===== src/rtl/pool_pkg.sv =====
// Shared types and helpers for the streaming pooling block.
// Holds the pooling mode encoding, accumulator sizing and the combine operator
// used by both the horizontal and the vertical reduction stages.
package pool_pkg;

  typedef enum logic {
    POOL_MAX = 1'b0,
    POOL_AVG = 1'b1
  } pool_mode_e;

  // Widest accumulator the combine helper handles; callers zero-extend into it
  // and keep only their own ACC low bits.
  localparam int ACC_MAX_W = 32;
  typedef logic [ACC_MAX_W-1:0] acc_max_t;

  // Averaging divides by POOL*POOL, which is a shift by 2*log2(POOL).
  function automatic int pool_shift(input int pool);
    return 2 * $clog2(pool);
  endfunction

  // A POOL x POOL sum of BITS-wide values needs 2*log2(POOL) extra bits.
  function automatic int acc_width(input int bits, input int pool);
    return bits + pool_shift(pool);
  endfunction

  // Max keeps the larger value, average accumulates a running sum.
  function automatic acc_max_t combine(input acc_max_t a, input acc_max_t b,
                                       input pool_mode_e m);
    if (m == POOL_MAX) begin
      return (a > b) ? a : b;
    end
    return a + b;
  endfunction

endpackage


===== src/rtl/pool_line_buf.sv =====
// Line buffer holding one partially reduced window column per pooled output column.
// Latency: synchronous write, combinational read.
// Backpressure: none; the parent only writes on accepted input beats.
module pool_line_buf #(
  parameter int N   = 16,
  parameter int CH  = 4,
  parameter int ACC = 10,
  parameter int IW  = 4
) (
  input  logic                    clk,
  input  logic                    wr_en,
  input  logic [IW-1:0]           wr_idx,
  input  logic [CH-1:0][ACC-1:0]  wr_data,
  input  logic [IW-1:0]           rd_idx,
  output logic [CH-1:0][ACC-1:0]  rd_data
);

  // Storage spans the full index space so every index value addresses a real
  // entry; only the first N are ever written by the parent.
  localparam int DEPTH = 1 << IW;

  logic [CH-1:0][ACC-1:0] r_mem [DEPTH];

  // Entries are always overwritten on the first row of a window, so they need no reset.
  always_ff @(posedge clk) begin
    if (wr_en) begin
      r_mem[wr_idx] <= wr_data;
    end
  end

  assign rd_data = r_mem[rd_idx];

  // N documents the number of live entries; it does not change the logic.
  localparam int N_USED = N;

endmodule


===== src/rtl/pool_stream.sv =====
// Streaming POOL x POOL / stride-POOL max or average pooling over a DIM x DIM raster map.
// Latency: one cycle from the last contributing input beat to out_valid.
// Backpressure: in_ready drops while a pooled output is held unaccepted; no skid buffer.
module pool_stream
  import pool_pkg::*;
#(
  parameter int BITS = 8,
  parameter int DIM  = 32,
  parameter int CH   = 4,
  parameter int POOL = 2
) (
  input  logic                 clk,
  input  logic                 rst_n,
  input  logic                 mode,
  input  logic                 in_valid,
  output logic                 in_ready,
  input  logic [CH*BITS-1:0]   in_data,
  output logic                 out_valid,
  input  logic                 out_ready,
  output logic [CH*BITS-1:0]   out_data,
  output logic                 out_last,
  output logic                 frame_busy
);

  localparam int ACC   = acc_width(BITS, POOL);
  localparam int SHIFT = pool_shift(POOL);
  localparam int PW    = $clog2(POOL);
  localparam int CW    = $clog2(DIM);
  localparam int NW    = DIM / POOL;
  localparam int IW    = (NW > 1) ? $clog2(NW) : 1;

  // Position and frame state
  logic [CW-1:0]          r_col;
  logic [CW-1:0]          r_row;
  pool_mode_e             r_mode;
  logic [CH-1:0][ACC-1:0] r_h_acc;
  logic                   r_busy;

  // Output register
  logic                   r_out_valid;
  logic                   r_out_last;
  logic [CH*BITS-1:0]     r_out_data;

  // Beat decode
  logic                   w_fire;
  logic                   w_first;
  logic                   w_last_pix;
  logic [PW-1:0]          w_col_sub;
  logic [PW-1:0]          w_row_sub;
  logic                   w_win_end;
  logic                   w_row_end;
  logic                   w_out_load;
  logic                   w_out_take;
  pool_mode_e             w_mode;
  logic [IW-1:0]          w_idx;

  // Datapath
  logic [CH-1:0][ACC-1:0] w_pix;
  logic [CH-1:0][ACC-1:0] w_h_new;
  logic [CH-1:0][ACC-1:0] w_v_new;
  logic [CH-1:0][ACC-1:0] w_lb_rd;
  acc_max_t [CH-1:0]      w_h_cmb;
  acc_max_t [CH-1:0]      w_v_cmb;
  logic [CH*BITS-1:0]     w_res;
  logic                   w_unused;

  assign in_ready   = ~(r_out_valid & ~out_ready);
  assign w_fire     = in_valid & in_ready;
  assign w_out_take = r_out_valid & out_ready;

  assign w_first    = (r_col == '0) && (r_row == '0);
  assign w_last_pix = (r_col == CW'(DIM - 1)) && (r_row == CW'(DIM - 1));
  assign w_col_sub  = r_col[PW-1:0];
  assign w_row_sub  = r_row[PW-1:0];
  assign w_win_end  = (w_col_sub == PW'(POOL - 1));
  assign w_row_end  = (w_row_sub == PW'(POOL - 1));
  assign w_out_load = w_fire & w_win_end & w_row_end;
  assign w_idx      = IW'(r_col >> PW);

  // The mode register only loads at the end of the first beat, so that beat
  // must already use the incoming mode to pool consistently with the rest.
  assign w_mode = w_first ? pool_mode_e'(mode) : r_mode;

  // Horizontal and vertical reduction, then final scaling per channel
  always_comb begin
    w_pix   = '0;
    w_h_cmb = '0;
    w_h_new = '0;
    w_v_cmb = '0;
    w_v_new = '0;
    w_res   = '0;
    for (int c = 0; c < CH; c++) begin
      w_pix[c]   = ACC'(in_data[c*BITS +: BITS]);
      w_h_cmb[c] = combine(acc_max_t'(r_h_acc[c]), acc_max_t'(w_pix[c]), w_mode);
      w_h_new[c] = (w_col_sub == '0) ? w_pix[c] : w_h_cmb[c][ACC-1:0];
      w_v_cmb[c] = combine(acc_max_t'(w_lb_rd[c]), acc_max_t'(w_h_new[c]), w_mode);
      w_v_new[c] = (w_row_sub == '0) ? w_h_new[c] : w_v_cmb[c][ACC-1:0];
      if (w_mode == POOL_MAX) begin
        w_res[c*BITS +: BITS] = w_v_new[c][BITS-1:0];
      end else begin
        w_res[c*BITS +: BITS] = BITS'(w_v_new[c] >> SHIFT);
      end
    end
  end

  // ACC is sized so the combine result never reaches the upper helper bits.
  assign w_unused = ^{w_h_cmb, w_v_cmb};

  pool_line_buf #(
    .N   (NW),
    .CH  (CH),
    .ACC (ACC),
    .IW  (IW)
  ) u_line_buf (
    .clk     (clk),
    .wr_en   (w_fire & w_win_end),
    .wr_idx  (w_idx),
    .wr_data (w_v_new),
    .rd_idx  (w_idx),
    .rd_data (w_lb_rd)
  );

  // Raster counters, per-frame mode latch and horizontal accumulator advance on accepted beats
  always_ff @(posedge clk or negedge rst_n) begin
    if (!rst_n) begin
      r_col   <= '0;
      r_row   <= '0;
      r_mode  <= POOL_MAX;
      r_h_acc <= '0;
    end else if (w_fire) begin
      r_h_acc <= w_h_new;
      if (w_first) begin
        r_mode <= pool_mode_e'(mode);
      end
      if (r_col == CW'(DIM - 1)) begin
        r_col <= '0;
        r_row <= (r_row == CW'(DIM - 1)) ? '0 : r_row + 1'b1;
      end else begin
        r_col <= r_col + 1'b1;
      end
    end
  end

  // Output register: a new result may reload in the same cycle the old one is taken
  always_ff @(posedge clk or negedge rst_n) begin
    if (!rst_n) begin
      r_out_valid <= 1'b0;
      r_out_last  <= 1'b0;
      r_out_data  <= '0;
    end else if (w_out_load) begin
      r_out_valid <= 1'b1;
      r_out_last  <= w_last_pix;
      r_out_data  <= w_res;
    end else if (w_out_take) begin
      r_out_valid <= 1'b0;
      r_out_last  <= 1'b0;
    end
  end

  // Busy from the first accepted beat until the final output is taken; a new
  // frame starting in that same cycle keeps it set.
  always_ff @(posedge clk or negedge rst_n) begin
    if (!rst_n) begin
      r_busy <= 1'b0;
    end else if (w_fire && w_first) begin
      r_busy <= 1'b1;
    end else if (w_out_take && r_out_last) begin
      r_busy <= 1'b0;
    end
  end

  assign out_valid  = r_out_valid;
  assign out_last   = r_out_last;
  assign out_data   = r_out_data;
  assign frame_busy = r_busy;

endmodule


===== config.mk =====
export PLATFORM = sky130hd
export DESIGN_NAME = pool_stream
export DESIGN_NICKNAME = d
export VERILOG_FILES = /design/src/rtl/pool_pkg.sv /design/src/rtl/pool_line_buf.sv /design/src/rtl/pool_stream.sv
export SDC_FILE = /design/constraint.sdc
export NUM_CORES = 1
export LEC_CHECK = 0
export ABC_AREA = 1
export CAP_MARGIN = 5
export CORE_MARGIN = 1
export CORE_UTILIZATION = 34
export DETAILED_ROUTE_END_ITERATION = 16
export GPL_TIMING_DRIVEN = 0
export PLACE_DENSITY = 0.56
export SYNTH_ARGS = -nofsm -noshare
export SYNTH_HDL_FRONTEND = slang
export SYNTH_SLANG_ARGS = --single-unit

===== constraint.sdc =====
create_clock -name clk -period 4.4 [get_ports clk]
set_clock_uncertainty 0.05 [all_clocks]
set_input_delay 0.88 -clock clk [delete_from_list [all_inputs] [get_ports clk]]
set_output_delay 0.88 -clock clk [all_outputs]
set_load 0.005 [all_outputs]

# After elaboration in Yosys (flattened, before gate mapping)
# Memory sizes are Yosys's and may differ from the RTL's.
# Index checks and enable logic that the tools add are counted.
[op_classes] eq_ne=2 add_sub_neg=10 order_cmp=8 n_mux=38 n_bitwise=7 n_reduce_logical=9
[op_table] operator="10-bit two-way mux" n=24
[op_table] operator="10-bit adder" n=4
[op_table] operator="10-bit by 8-bit adder with 10-bit output" n=4
[op_table] operator="10-bit > comparator" n=4
[op_table] operator="10-bit by 8-bit > comparator with 1-bit output" n=4
[op_table] operator="8-bit two-way mux" n=4
[op_table] operator="5-bit by 1-bit adder with 5-bit output, second input constant" n=2
[op_table] operator="5-bit equality test, second input constant" n=2
[op_table] operator="5-bit zero test" n=2
[op_table] operator="5-bit two-way mux" n=2
[op_table] operator="1-bit two-way mux" n=8
[op_table] operator="1-bit AND" n=5
[op_table] operator="1-bit logical AND" n=4
[op_table] operator="2-bit nonzero test" n=2
[op_table] operator="1-bit inverter" n=2
[op_table] operator="2-bit AND reduction" n=1
[word_totals] register_bits=86 mem_count=1 mem_bits_rw=640 output_inout_bits=36 inputBits=37 elab_cells=86
[memory_table] memory="u_line_buf.r_mem" depth=16 width=40 rd=1 rd_clocked_by_memory_dff=0 wr=1 line_no="pool_line_buf.sv:22" text="logic [CH-1:0][ACC-1:0] r_mem [DEPTH];"

# Longest topological paths before layout
# Gate-level depths: netlist of the first run.
[logic_depth] ltp_word=10 mapped_depth=34

# Cells and area by module
# From an unflattened synthesis of the first run, not the netlist that was laid out.
[hier_totals] cells_unflattened=4372 area_unflattened_um2=38565.7
[modules_own_cells] mod="pool_line_buf" n_inst=1 seq_area_each_um2=19218.4 area_per_inst_um2=27490.1 cells_per_inst=2603
[modules_own_cells] mod="pool_stream" n_inst=1 seq_area_each_um2=2152.1 area_per_inst_um2=11075.6 cells_per_inst=1769

# Least setup slack after synthesis of the first run
# No wires, ideal clock.
[synth_path] path_type="input to register" from="input port in_data[29]" to="memory u_line_buf.r_mem[0][36] in the netlist's numbering (data pin)" arrival_time_ns=3.892 cell_stages=28 path_slack_ns=0.138 required_ns=4.030 setup_time_ns=0.320 cell_sequence="inv_1 ha_1 clkbuf_2 nand3_1 nor2_1 nand3_1 nand3_1 nand2_1 inv_1 nand2_1 nand3_1 nand2_1 nand2_1 ha_1 inv_1 fa_1 nor2_1 nor2_1 o21bai_1 nand2_1 nand2_1 nand2_1 nand2_1 nand2_1 nand3_1 nand2_1 nand2_1 nand2_1"
[synth_lines] element="start, declared" line_no="pool_stream.sv:17" text="input logic [CH*BITS-1:0] in_data,"
[synth_lines] element="end, declared" line_no="pool_line_buf.sv:22"

==> flow_metrics.env, run 1 <==
export IMPL_fin_crit_sh_pct=98.6
export IMPL_fin_crit_ps=4340
export IMPL_synth_nets=3559
export IMPL_synth_common_cells="nand2_1 (1023), edfxtp_1 (640), inv_1 (290), a22oi_1 (277), nand3_1 (222)"
export IMPL_regArea_sq_um=21400
export IMPL_grt_pass1_vias=25900
export IMPL_ys_ff_latch=726
export IMPL_layout_drive_gt1_share_pct=20.0
export IMPL_die_y_um=323
export IMPL_nNetsFinal=3873
export IMPL_cts_made_buffers=81
export IMPL_fp_row_count=117
export IMPL_max_freq_mhz=231
export IMPL_clock_latency_ps=670
export IMPL_ant_nets=0
export IMPL_slew_violations=0
export IMPL_maxCapViolCount=0
export IMPL_grt_max_degree=58
export IMPL_hold_buffers=0
export IMPL_clk_pin_slew_ps=70
export IMPL_yosys_warnings=0
export IMPL_synth_top_area_share_pct=54.9
export IMPL_final_setup_tns_ps=0
export IMPL_synth_area_top_cells="edfxtp_1 (55%), nand2_1 (11%), dfrtp_1 (6.1%)"
export IMPL_grt_busiest_layer="met2"
export IMPL_io_pins=73
export IMPL_ys_async_sr_fraction_pct=11.8
export IMPL_grt_usage_pct=24.1
export IMPL_grt_ovfl_total=0
export IMPL_required_ps=4730
export IMPL_r2r_start="r_col[2]"
export IMPL_vias_per_cell=5.45
export IMPL_reg2reg_depth=23
export IMPL_grt_pass1_wl_um=180000
export IMPL_hpwlAfterDp_um=87100
export IMPL_port_buffers=72
export IMPL_clock_path_buffers=3
export IMPL_tritoncts="done"
export IMPL_mappedNetlistArea_sq_um=35000
export IMPL_gp_congestion=0.971
export IMPL_synth_edf_count=640
export IMPL_slew_headroom_pct=32.3
export IMPL_criticalPathCategory="in2reg"
export IMPL_syn_avg_cell_area_sq_um=10.4
export IMPL_fillCellCount=9591
export IMPL_cp_arrival_ps=4670
export IMPL_design_core_area_sq_um=102000
export IMPL_worst_pin_slew_ps=1020
export IMPL_drc=0
export IMPL_yosysUniqueCellTypes=44
export IMPL_synth_most_common_cell="nand2_1"
export IMPL_multiInputGateArea_sq_um=13900
export IMPL_end_kind="register"
export IMPL_use_met3_pct=4.14
export IMPL_hold_class="in2async"
export IMPL_htree_levels=3
export IMPL_cts_root_buffer="clkbuf_16"
export IMPL_ys_flop_type="edfxtp_1"
export IMPL_cts_sinks=726
export IMPL_setup_violations=0
export IMPL_syn_inst=3367
export IMPL_totalWireLength_um=127000
export IMPL_critPathLaunchType="input port"
export IMPL_antenna_found_initial=3
export IMPL_start_util_pct=34.4
export IMPL_via_count=27900
export IMPL_wl_per_cell_um=24.9
export IMPL_die_w_um=323
export IMPL_status="completed"
export IMPL_gr_usage_met2_pct=36.8
export IMPL_drt_initial_drc_count=2963
export IMPL_syn_to_final_growth_pct=26.6
export IMPL_reg2reg_slack_ps=80
export IMPL_drt_first_pass_iters=5
export IMPL_ys_seq_area_share_pct=61.0
export IMPL_die_area_sq_um=104000
export IMPL_critPathMaxFanout=16
export IMPL_grtUsageMet1_pct=33.6
export IMPL_hold_viol_final=0
export IMPL_r2r_end="out_data[14]"
export IMPL_yosys_area_top_type="edfxtp_1"
==> area by class of cell <==
class | count | area share (%)
Sequential cell | 726 | 48.2
Multi-Input combinational cell | 2207 | 31.4
Timing Repair Buffer | 235 | 5.85
Clock buffer | 105 | 5.03
Tap cell | 1368 | 3.86
Inverter | 295 | 2.75
Buffer | 135 | 1.94
Clock inverter | 42 | 0.951
Antenna cell | 1 | 0.00564
==> worst max-delay path, stage by stage <==
cell             delay [ps]
clkdlybuf4s50_1         500
inv_2                    80
ha_4                    270
nand2_1                  60
nor2_2                  110
nand4_1                 240
buf_6                   210
buf_4                   140
a21oi_2                 130
o21ai_1                  90
nand2_2                 180
ha_4                    180
clkinvlp_4              150
nor3_4                  220
nand3_2                 100
nand3_2                 100
nand2_4                  90
a21oi_4                 240
buf_6                   140
nand3_1                  90
nand2_2                 160
clkinvlp_4              130
buf_12                  150
==> timing repair <==
item	CTS	global route
gates cloned	2	0
gates resized for setup	338	244
pin swaps	57	91
buffers inserted	85	46
setup endpoints to repair	672	672
==> cells by family after synthesis <==
kind of cell             share of synthesized area (%)
flip-flops                                        61.0
AO/OA/AOI/OAI                                     10.6
AND/OR/NAND/NOR                                   17.1
buffers and inverters                             5.17
adder cells (fa/ha/maj)                           5.71
XOR/XNOR                                         0.375
==> cell usage in the layout (no fill, tap or decap), types with 53 or more instances in the layout <==
cell         n
nor2_1      73
buf_4      120
o21ai_0    115
ha_1        89
nand2_2     55
a21oi_1     99
ha_4        53
inv_1      239
nand3_1    161
buf_2       60
nand2_1    927
a22oi_1    276
dfrtp_1     83
edfxtp_1   640
clkbuf_16   85
nand4_1     60
==> flip-flops by register name, indices dropped and copies added, names as in the netlist <==
register	flops
r_col	5
u_line_buf.r_mem	640
r_row	5
r_h_acc	40
frame_busy	1
out_valid	1
r_mode	1
out_data	32
out_last	1
==> worst max path at each step <==
stage                                     endpoint  slack (ps)         from  cells past startpoint
after floorplan            u_line_buf.r_mem[0][36]         140  in_data[29]                     28
after global placement    u_line_buf.r_mem[10][19]       -3140     r_col[4]                      5
after detailed placement   u_line_buf.r_mem[3][15]       -2330     r_col[0]                     27
after CTS                             out_data[13]         -30  in_data[11]                     26
after global routing                   out_data[4]         -40   in_data[2]                     23
final                      u_line_buf.r_mem[11][3]          60   in_data[2]                     23
==> through the flow <==
| stage | area, sq um | instances | worst slack, ps | hold WS [ps] | util [%] |
|---|---|---|---|---|---|
| after floorplan | 35000 | 3367 | 138 | 403 | - |
| after global placement | 37500 | 4807 | -3140 | 414 | 36.8 |
| after detailed placement | 38200 | 4839 | -2330 | 416 | 37.5 |
| after CTS | 43100 | 5069 | -28.1 | 120 | 42.3 |
| after global routing | 44300 | 5113 | -37.2 | 166 | 43.5 |
| final | 44300 | 5114 | 62.3 | 130 | 43.5 |
==> layer usage <==
metal	share of wire [%]	routed length, um	vias to the layer above
met5	0	0	-
met3	8.9	11400	241
met2	44	56500	1306
met4	4.1	5270	0
met1	43	54300	13900
li1	-	-	12500
Power of run 1 is not shown: default switching activity piles up to over one toggle a cycle in this logic, so the estimate is an artifact.
==> run 2: changes to the inputs <==
--- a/config.mk
+++ b/config.mk
@@ -14,4 +14,5 @@
 export PLACE_DENSITY = 0.56
 export SYNTH_ARGS = -nofsm -noshare
 export SYNTH_HDL_FRONTEND = slang
+export SYNTH_HIERARCHICAL = 1
 export SYNTH_SLANG_ARGS = --single-unit
==> constraint.sdc (replaced) <==
create_clock -name clk -period 5.45 [get_ports clk]
set_clock_uncertainty 0.05 [all_clocks]
set_input_delay 1.09 -clock clk [delete_from_list [all_inputs] [get_ports clk]]
set_output_delay 1.09 -clock clk [all_outputs]
set_load 0.005 [all_outputs]
==> run 2 against run 1 <==
Effect of this change:
- die area rose by 10%
- synthesized cell count up 30%
- first-iteration DRC count rose by 10%
- synthesized area grew 10%
- sequential share of layout area decreased by 2.1 points
- worst setup slack improved by 87 ps
- count of clock-buffer cells in the layout is 2 higher
- cell count is 21% higher
- register-to-register slack gained 70 ps
- global-route usage fell by 2.0 points
- routed wire length up 1.5%
- hold slack gained 210 ps
- critical endpoint is now u_line_buf/r_mem[15][36]
==> flow_metrics.env, run 2 <==
export IMPL_largest_reg_flops=640
export IMPL_cts_root_buffer="clkbuf_16"
export IMPL_cts_sinks=726
export IMPL_layout_drive_gt1_share_pct=12.3
export IMPL_critPathLaunchType="register"
export IMPL_htree_levels=3
export IMPL_fin_crit_sh_pct=97.3
export IMPL_hold_class="in2async"
export IMPL_synth_common_cells="nand2_1 (1346), inv_1 (741), edfxtp_1 (640), nand3_1 (621), o21ai_0 (157)"
export IMPL_nNetsFinal=4829
export IMPL_crit_path_top_delay_cell="clkbuf_1"
export IMPL_syn_inst=4372
export IMPL_reg2reg_depth=22
export IMPL_top_register="u_line_buf/r_mem"
export IMPL_die_y_um=339
export IMPL_wl_per_cell_um=20.8
export IMPL_final_setup_tns_ps=0
export IMPL_maxCapViolCount=0
export IMPL_grt_pass1_wl_um=188000
export IMPL_dpl_cell_count=5967
export IMPL_die_w_um=339
export IMPL_use_met3_pct=2.92
export IMPL_worst_pin_slew_ps=1350
export IMPL_clock_latency_ps=650
export IMPL_yosysUniqueCellTypes=49
export IMPL_ys_async_sr_fraction_pct=11.8
export IMPL_cp_arrival_ps=5640
export IMPL_final_cells=6210
export IMPL_vias_per_cell=4.99
export IMPL_yosys_warnings=6
export IMPL_port_buffers=72
export IMPL_cts_made_buffers=83
export IMPL_ys_ff_latch=726
export IMPL_design_core_area_sq_um=112000
export IMPL_drc=0
export IMPL_synth_area_top_cells="edfxtp_1 (50%), nand2_1 (13%), nand3_1 (8.1%)"
export IMPL_ant_nets=0
export IMPL_via_count=31000
export IMPL_max_freq_mhz=189
export IMPL_io_pins=73
export IMPL_synth_nets=4563
export IMPL_end_kind="register"
export IMPL_grt_pass1_vias=28900
export IMPL_grt_ovfl_total=0
export IMPL_hold_viol_final=0
export IMPL_ys_seq_area_share_pct=55.4
export IMPL_dpl_cell_area_sq_um=41800
export IMPL_slew_violations=0
export IMPL_mappedNetlistArea_sq_um=38600
export IMPL_syn_to_final_growth_pct=20.2
export IMPL_drt_first_pass_iters=6
export IMPL_final_util_pct=41.2
export IMPL_synth_most_common_cell="nand2_1"
export IMPL_stdcell_area_sq_um=46400
export IMPL_totalWireLength_um=129000
export IMPL_grt_max_degree=60
export IMPL_ys_flop_type="edfxtp_1"
export IMPL_r2r_end="u_line_buf/r_mem[15][36]"
export IMPL_slew_headroom_pct=10.3
export IMPL_reg2reg_slack_ps=150
export IMPL_syn_avg_cell_area_sq_um=8.82
export IMPL_clk_pin_slew_ps=60
export IMPL_hpwlAfterDp_um=88300
export IMPL_layout_common_cells="nand2_1 (1318), inv_1 (716), edfxtp_1 (640)"
export IMPL_r2r_start="r_col[4]"
export IMPL_fp_row_count=123
export IMPL_grtUsageMet1_pct=30.1
export IMPL_grt_usage_pct=22.1
export IMPL_start_util_pct=34.3
export IMPL_gr_usage_met2_pct=35.3
export IMPL_die_area_sq_um=115000
export IMPL_yosys_area_top_type="edfxtp_1"
export IMPL_required_ps=5790
export IMPL_fin_crit_ps=5300
export IMPL_criticalPathCategory="reg2reg"
export IMPL_status="completed"
export IMPL_setup_violations=0
export IMPL_tritoncts="done"
export IMPL_grt_busiest_layer="met2"
export IMPL_synth_top_area_share_pct=49.8
export IMPL_clock_path_buffers=3
export IMPL_synth_edf_count=640
export IMPL_critPathMaxFanout=10
export IMPL_cp_startpoint="r_col[4]"
export IMPL_drt_initial_drc_count=3261
export IMPL_endpoint="u_line_buf/r_mem[15][36]"
export IMPL_gp_congestion=0.922
export IMPL_layout_commonest_cell="nand2_1"
export IMPL_antenna_found_initial=5
export IMPL_path_cells="clkbuf_1 > inv_1 > clkbuf_1 > nand3_1 > nand2_1 > ha_2 > fa_1 > nand2_1 > inv_1 > nor2_1 > nor2_1 > nor2_1 > nor2_1 > o21ai_1 > nand2_1 > xor2_1 > nand2_1 > a21boi_1 > nand3_1 > nand2_4 > clkinvlp_4 > buf_4"
export IMPL_slowest_delay_ps=810
[run 2: cell types whose count changed in the layout (fill, tap and decap cells not counted), sizes merged, moves of 6 or more]
cell / before / now
inv: 277 / 736
nand3: 222 / 629
nand2: 1029 / 1385
a22oi: 277 / 9
nand4: 60 / 6
nor2: 118 / 158
a21oi: 116 / 95
a21boi: 1 / 18
o21ai: 143 / 160
xor2: 15 / 26
o21bai: 14 / 8
[run 2: how the worst min path moves through the flow]
stage                       from  slack (ps)      endpoint  cells past startpoint
global route               rst_n         360  out_data[26]                      1
global placement     out_data[8]         430   out_data[8]                      2
detailed placement  out_data[14]         430  out_data[14]                      2
finish                     rst_n         340   r_h_acc[23]                      1
CTS                        rst_n         320   r_h_acc[28]                      1
floorplan                 r_mode         400        r_mode                      2
[run 2: repair_timing]
item                       CTS  global route
setup buffers               43            40
setup endpoints to repair  672           672
hold buffers                 0             0
cloned                       1             3
gates resized for setup    111           135
pin swaps                   13            32
[run 2: layer usage]
metal | part of all wire, % | wire, um
met5 | 0.0085 | 11
met4 | 4.3 | 5620
met3 | 7.4 | 9550
met2 | 46 | 59000
met1 | 43 | 55200
[run 2: layout make-up]
class	count	area [sq um]
Buffer	191	1180
Multi-Input combinational cell	2704	14100
Inverter	754	2930
Antenna cell	2	5.00
Tap cell	1500	1880
Clock buffer	107	2290
Timing Repair Buffer	178	2150
Sequential cell	726	21400
Fill cell	10900	66100
Clock inverter	48	419
[run 2: kinds of logic after synthesis]
group,Yosys count,share of synthesized area (%)
simple gates,2201,24.1
buf+inv,946,10.1
xor+xnor,26,0.590
flops,726,55.4
fa+ha+maj,154,5.15
compound gates,319,4.59
[run 2: worst max-delay path, delay by kind of cell, from the launching register on]
family / cells / cell delay [ps]
flops: 1 / 550
simple gates: 11 / 1300
fa+ha+maj: 2 / 700
buf+inv: 6 / 1960
xor+xnor: 1 / 150
compound gates: 2 / 310
[run 2: per-stage QoR]
step | hold WS, ps | worst slack (ps)
after global placement | 425 | -3410
after global routing | 362 | -90.2
final | 343 | 149
after CTS | 322 | 1.41
after floorplan | 403 | 90.8
after detailed placement | 426 | -2340
Power of run 2 is left out for the same reason.
